===== src/rtl/cpu_pkg.sv =====
// Shared register-file widths, write-enable constant and arbiter FSM states.
package cpu_pkg;

  localparam int unsigned RF_AW = 5;
  localparam int unsigned RF_DW = 32;
  localparam logic [3:0]  RF_WE_ALL = 4'hf;

  typedef enum logic [1:0] {
    IDLE,
    WAIT,
    FORCE
  } arb_state_t;

endpackage


===== src/rtl/rf_scoreboard.sv =====
// Pending-result scoreboard for long-latency destinations with a
// three-index hazard lookup; register 0 never reads as pending.
module rf_scoreboard
  import cpu_pkg::*;
(
  input  logic             i_clk,
  input  logic             i_rst,
  input  logic             i_set_en,
  input  logic [RF_AW-1:0] i_set_addr,
  input  logic             i_clr_en,
  input  logic [RF_AW-1:0] i_clr_addr,
  input  logic [RF_AW-1:0] i_raddr1,
  input  logic [RF_AW-1:0] i_raddr2,
  input  logic [RF_AW-1:0] i_waddr,
  output logic             o_stall
);

  logic [31:0] r_pending;
  logic [31:0] w_pending_nxt;

  // Set is applied after clear so a same-cycle issue wins over a retiring result.
  always_comb begin
    w_pending_nxt = r_pending;
    if (i_clr_en) w_pending_nxt[i_clr_addr] = 1'b0;
    if (i_set_en) w_pending_nxt[i_set_addr] = 1'b1;
    w_pending_nxt[0] = 1'b0;
  end

  always_ff @(posedge i_clk or posedge i_rst) begin
    if (i_rst) r_pending <= '0;
    else       r_pending <= w_pending_nxt;
  end

  assign o_stall = r_pending[i_raddr1] | r_pending[i_raddr2] | r_pending[i_waddr];

endmodule


===== src/rtl/rf_wb_arbiter.sv =====
// Shares the regfile write port between WB and the long-latency unit,
// forcing a one-cycle pipeline hold when the unit has waited too long.
module rf_wb_arbiter
  import cpu_pkg::*;
#(
  parameter int unsigned STARVE_LIMIT = 4
) (
  input  logic             clk,
  input  logic             reset,
  input  logic             wb_valid,
  input  logic [RF_AW-1:0] wb_waddr,
  input  logic [RF_DW-1:0] wb_wdata,
  input  logic             lu_valid,
  input  logic [RF_AW-1:0] lu_waddr,
  input  logic [RF_DW-1:0] lu_wdata,
  output logic             lu_ready,
  input  logic             iss_valid,
  input  logic [RF_AW-1:0] iss_rd,
  input  logic [RF_AW-1:0] id_raddr1,
  input  logic [RF_AW-1:0] id_raddr2,
  input  logic [RF_AW-1:0] id_waddr,
  output logic             id_stall,
  output logic             pipe_hold,
  output logic [3:0]       rf_we,
  output logic [RF_AW-1:0] rf_waddr,
  output logic [RF_DW-1:0] rf_wdata
);

  arb_state_t r_state;
  logic [3:0] r_cnt;
  logic       w_gnt_wb;
  logic       w_gnt_lu;
  logic       w_hold;

  always_comb begin
    w_gnt_wb = 1'b0;
    w_gnt_lu = 1'b0;
    w_hold   = 1'b0;
    case (r_state)
      IDLE: begin
        if (lu_valid && !wb_valid) w_gnt_lu = 1'b1;
        else                       w_gnt_wb = wb_valid;
      end
      WAIT: begin
        if (!wb_valid) w_gnt_lu = 1'b1;
        else           w_gnt_wb = 1'b1;
      end
      FORCE: begin
        w_hold   = 1'b1;
        w_gnt_lu = 1'b1;
      end
      default: ;
    endcase
  end

  always_ff @(posedge clk or posedge reset) begin
    if (reset) begin
      r_state <= IDLE;
      r_cnt   <= '0;
    end else begin
      case (r_state)
        IDLE: begin
          if (lu_valid && wb_valid) begin
            r_cnt   <= 4'd1;
            r_state <= WAIT;
          end
        end
        WAIT: begin
          if (!wb_valid) begin
            r_cnt   <= '0;
            r_state <= IDLE;
          end else if (r_cnt == 4'(STARVE_LIMIT)) begin
            r_state <= FORCE;
          end else begin
            r_cnt <= r_cnt + 4'd1;
          end
        end
        FORCE: begin
          r_cnt   <= '0;
          r_state <= IDLE;
        end
        default: begin
          r_cnt   <= '0;
          r_state <= IDLE;
        end
      endcase
    end
  end

  rf_scoreboard u_scoreboard (
    .i_clk      (clk),
    .i_rst      (reset),
    .i_set_en   (iss_valid && (iss_rd != '0)),
    .i_set_addr (iss_rd),
    .i_clr_en   (w_gnt_lu),
    .i_clr_addr (lu_waddr),
    .i_raddr1   (id_raddr1),
    .i_raddr2   (id_raddr2),
    .i_waddr    (id_waddr),
    .o_stall    (id_stall)
  );

  assign lu_ready  = w_gnt_lu;
  assign pipe_hold = w_hold;
  assign rf_we     = (w_gnt_lu || w_gnt_wb) ? RF_WE_ALL : '0;
  assign rf_waddr  = w_gnt_lu ? lu_waddr : (w_gnt_wb ? wb_waddr : '0);
  assign rf_wdata  = w_gnt_lu ? lu_wdata : (w_gnt_wb ? wb_wdata : '0);

endmodule


===== config.mk =====
export PLATFORM = sky130hd
export DESIGN_NAME = rf_wb_arbiter
export DESIGN_NICKNAME = d
export VERILOG_FILES = /design/src/rtl/cpu_pkg.sv /design/src/rtl/rf_scoreboard.sv /design/src/rtl/rf_wb_arbiter.sv
export SDC_FILE = /design/constraint.sdc
export NUM_CORES = 1
export LEC_CHECK = 0
export CORE_ASPECT_RATIO = 1.75
export CORE_UTILIZATION = 44
export DETAILED_ROUTE_END_ITERATION = 16
export PLACE_DENSITY = 0.86
export SLEW_MARGIN = 20
export SYNTH_ARGS = -nofsm -noshare
export SYNTH_HDL_FRONTEND = slang
export SYNTH_SLANG_ARGS = --single-unit

===== constraint.sdc =====
create_clock -name clk -period 2.72 [get_ports clk]
set_input_delay 0.272 -clock clk [delete_from_list [all_inputs] [get_ports clk]]
set_output_delay 0.272 -clock clk [all_outputs]
set_load 0.01 [all_outputs]

==> results.json <==
{
  "status": "finished clean",
  "most_instantiated_flip_flop_cell_in_the_synthesis_netlist": "sky130_fd_sc_hd__dfrtp_1",
  "cts.sinks": 37,
  "maxCapViolations": 0,
  "fp-row-count": 38,
  "crit_arrival_ns": 2.31,
  "netlist.area_leader.share_pct": 32.0,
  "path_class": "in2out",
  "leakagePower_nw": 1.85,
  "effective_utilization_at_floorplan_pct": 46.1,
  "p_total_mw": 2.11,
  "fin_crit_ns": 2.58,
  "post-route-drc-count": 0,
  "dp_cells": 511,
  "synth-edff-count": 0,
  "floorplan.die_area_um2": 6920,
  "vias_per_cell": 6.32,
  "post_route_skew_ns": 0.00524,
  "cp-start-kind": "primary input",
  "proportion_of_synthesized_chip_area_in_sequential_cells_pct": 32.0,
  "postRouteAntennaNets": 0,
  "yosysUniqueCellTypes": 49,
  "synth.yosys.warnings": 0,
  "crit_path_end_kind": "output port",
  "max-vdd-ir-drop_uv": 315,
  "routedWlPerCell_um": 22.8,
  "cts_tree": "done",
  "maximum_clock_path_buffer_count": 2,
  "synth.largest_area_cell": "sky130_fd_sc_hd__dfrtp_1",
  "detailroute.via_count": 3284,
  "holdBufCountCts": 0,
  "clk_transition_reported_paths_ns": 0.08,
  "dieWidth_um": 63.3,
  "ctsRootBufferMaster": "sky130_fd_sc_hd__clkbuf_8",
  "final-setup-viol-count": 0,
  "synth.cell_area_um2": 2900,
  "timing.critical_path.fanout_max": 7,
  "syn2layout_area_growth_pct": 58.7,
  "grt_start_max_net_pins": 44,
  "final_layout_size_suffix_gt1_share_pct": 12.5,
  "grt_first_pass_wirelength_mm": 18.0,
  "hold_path.class": "in2async",
  "synth.ff_latch_count": 37,
  "async_flop_share_pct": 100,
  "detailedRoute.firstIterationViolations": 314,
  "post-cts-setup-buffer-count": 0,
  "route.final.wire_length_mm": 11.9,
  "grt_setup_unrepaired": "false",
  "maxSlewHeadroom_pct": 69.1,
  "buffer_ports.inserted": 142,
  "finish.cell_count_without_fillers": 520,
  "clk_latency_ns": 0.30,
  "achievable_frequency_mhz": 387,
  "actual_slew_at_the_worst_max_slew_pin_ns": 0.463,
  "syn_nets": 393,
  "p_per_area_nw_per_um2": 459,
  "cts_buffers": 5,
  "synth.top_cells.by_area": "sky130_fd_sc_hd__dfrtp_1 32%, sky130_fd_sc_hd__mux4_2 12%, sky130_fd_sc_hd__o21ai_0 12%, sky130_fd_sc_hd__a22o_1 11%, sky130_fd_sc_hd__mux2i_1 4.1%",
  "cts_htree_levels": 2,
  "worst-endpoint-required_ns": 2.45,
  "grt_pass1_vias": 3263,
  "overflow_left_after_global_routing": 0,
  "io_pins": 143,
  "first_pass_drt_iterations": 5,
  "postSynthAreaPerCell_um2": 9.92,
  "period_share_pct": 95.0,
  "gp_routability_congestion": 0.980,
  "die_h_um": 109,
  "dp_hpwl_mm": 9.46,
  "antenna_found_initial": 2,
  "groute.usage.overall_pct": 35.8,
  "core_um2": 6280,
  "finish.net_count": 539,
  "finalHoldViolCount": 0,
  "synthCells": 292,
  "maxSlewViolCount": 0
}
final cells by class:
class | count | area (um^2)
multi-input combinational | 225 | 1840
fill | 469 | 1680
timing repair buffer | 162 | 1620
sequential | 37 | 926
tap | 80 | 100
clock buffer | 5 | 68.8
inverter | 7 | 26.3
clock inverter | 3 | 17.5
antenna | 1 | 2.50
worst max-delay path, stage by stage:
cell and delay, ns:
sky130_fd_sc_hd__clkdlybuf4s50_1 0.51, sky130_fd_sc_hd__buf_12 0.15, sky130_fd_sc_hd__mux4_2 0.50, sky130_fd_sc_hd__nand2b_1 0.16
sky130_fd_sc_hd__and3_1 0.18, sky130_fd_sc_hd__a2111oi_4 0.28, sky130_fd_sc_hd__nand4_1 0.12, sky130_fd_sc_hd__clkbuf_2 0.14
report_power, final:
part,internal (mW),switching (mW),total [mW]
logic,0.536,0.361,0.898
registers,0.674,0.154,0.828
clock network,0.177,0.208,0.385
total,1.39,0.723,2.11
flip-flops by register name (all words and copies together), names as in the netlist:
register                cells
r_cnt                       4
u_scoreboard.r_pending     31
r_state                     2
timing repair:
item | CTS | global route
resized for setup | 3 | 1
endpoints found under the setup margin | 1 | 1
gates cloned | 0 | 0
metrics by stage:
step / instance area (um^2) / util [%] / setup slack [ns] / TNS [ns] / hold WS (ns)
floorplan: 2900 / - / 0.664 / 0 / 0.442
global placement: 4510 / 71.9 / -0.312 / -0.312 / 0.530
detailed placement: 4510 / 71.9 / -0.328 / -0.328 / 0.532
CTS: 4600 / 73.2 / 0.0448 / 0 / 0.384
global route: 4590 / 73.2 / 0.0468 / 0 / 0.437
finish: 4590 / 73.2 / 0.135 / 0 / 0.375
placed cells by master, fill, tap and decap left out, drive strengths merged, types with 7 or more instances in the layout:
| cell type | Yosys | final |
|---|---|---|
| buf | 11 | 20 |
| clkdlybuf4s50 | 0 | 140 |
| mux2i | 12 | 12 |
| inv | 7 | 7 |
| nand2 | 11 | 11 |
| dfrtp | 37 | 37 |
| nor2 | 11 | 11 |
| a22o | 37 | 37 |
| nand3b | 12 | 12 |
| mux4 | 19 | 19 |
| o21ai | 67 | 67 |
routing by layer:
| metal | share of wire, % | global-route usage, % |
|---|---|---|
| met5 | 0 | 0 |
| met2 | 49 | 62.2 |
| met1 | 35 | 42.0 |
| met3 | 13 | 10.1 |
| met4 | 2.7 | 12.0 |
final timing paths:
path	start	to	slack, ns	cells after the start
max	id_raddr2[1]	id_stall	0.14	8
min	reset	u_scoreboard.r_pending[18]	0.37	3
max reg2reg	r_state[1]	u_scoreboard.r_pending[29]	0.67	6
min reg2reg	r_cnt[3]	r_cnt[3]	0.55	2
max in group asynchronous	reset	u_scoreboard.r_pending[15]	2.01	3
min in group clk	r_cnt[3]	r_cnt[3]	0.55	2
cells by family after synthesis:
family	count (synthesis)	synth area share, %
AO/OA/AOI/OAI	125	28.9
XOR/XNOR	2	0.605
adder cells (fa/ha/maj)	2	0.864
buffers and inverters	30	4.75
flip-flops	37	32.0
multiplexers	33	20.2
AND/OR/NAND/NOR	63	12.7
synth_stat cells, types with 2 or more instances:
master and number:
sky130_fd_sc_hd__a21oi_1 4, sky130_fd_sc_hd__a22o_1 37, sky130_fd_sc_hd__a31oi_1 2, sky130_fd_sc_hd__and3_1 3
sky130_fd_sc_hd__buf_1 2, sky130_fd_sc_hd__buf_2 5, sky130_fd_sc_hd__buf_4 3, sky130_fd_sc_hd__clkbuf_1 12
sky130_fd_sc_hd__dfrtp_1 37, sky130_fd_sc_hd__ha_1 2, sky130_fd_sc_hd__inv_1 7, sky130_fd_sc_hd__mux2i_1 12
sky130_fd_sc_hd__mux4_1 3, sky130_fd_sc_hd__mux4_2 16, sky130_fd_sc_hd__nand2_1 11, sky130_fd_sc_hd__nand2b_1 3
sky130_fd_sc_hd__nand3_1 5, sky130_fd_sc_hd__nand3b_1 12, sky130_fd_sc_hd__nor2_1 11, sky130_fd_sc_hd__nor2b_1 2
sky130_fd_sc_hd__nor3b_1 3, sky130_fd_sc_hd__o2111ai_1 2, sky130_fd_sc_hd__o21ai_0 67, sky130_fd_sc_hd__o21bai_1 2
sky130_fd_sc_hd__or3_1 2, sky130_fd_sc_hd__or3b_2 3, sky130_fd_sc_hd__xor2_1 2
Note: power is estimated with default switching activity, not from simulation.
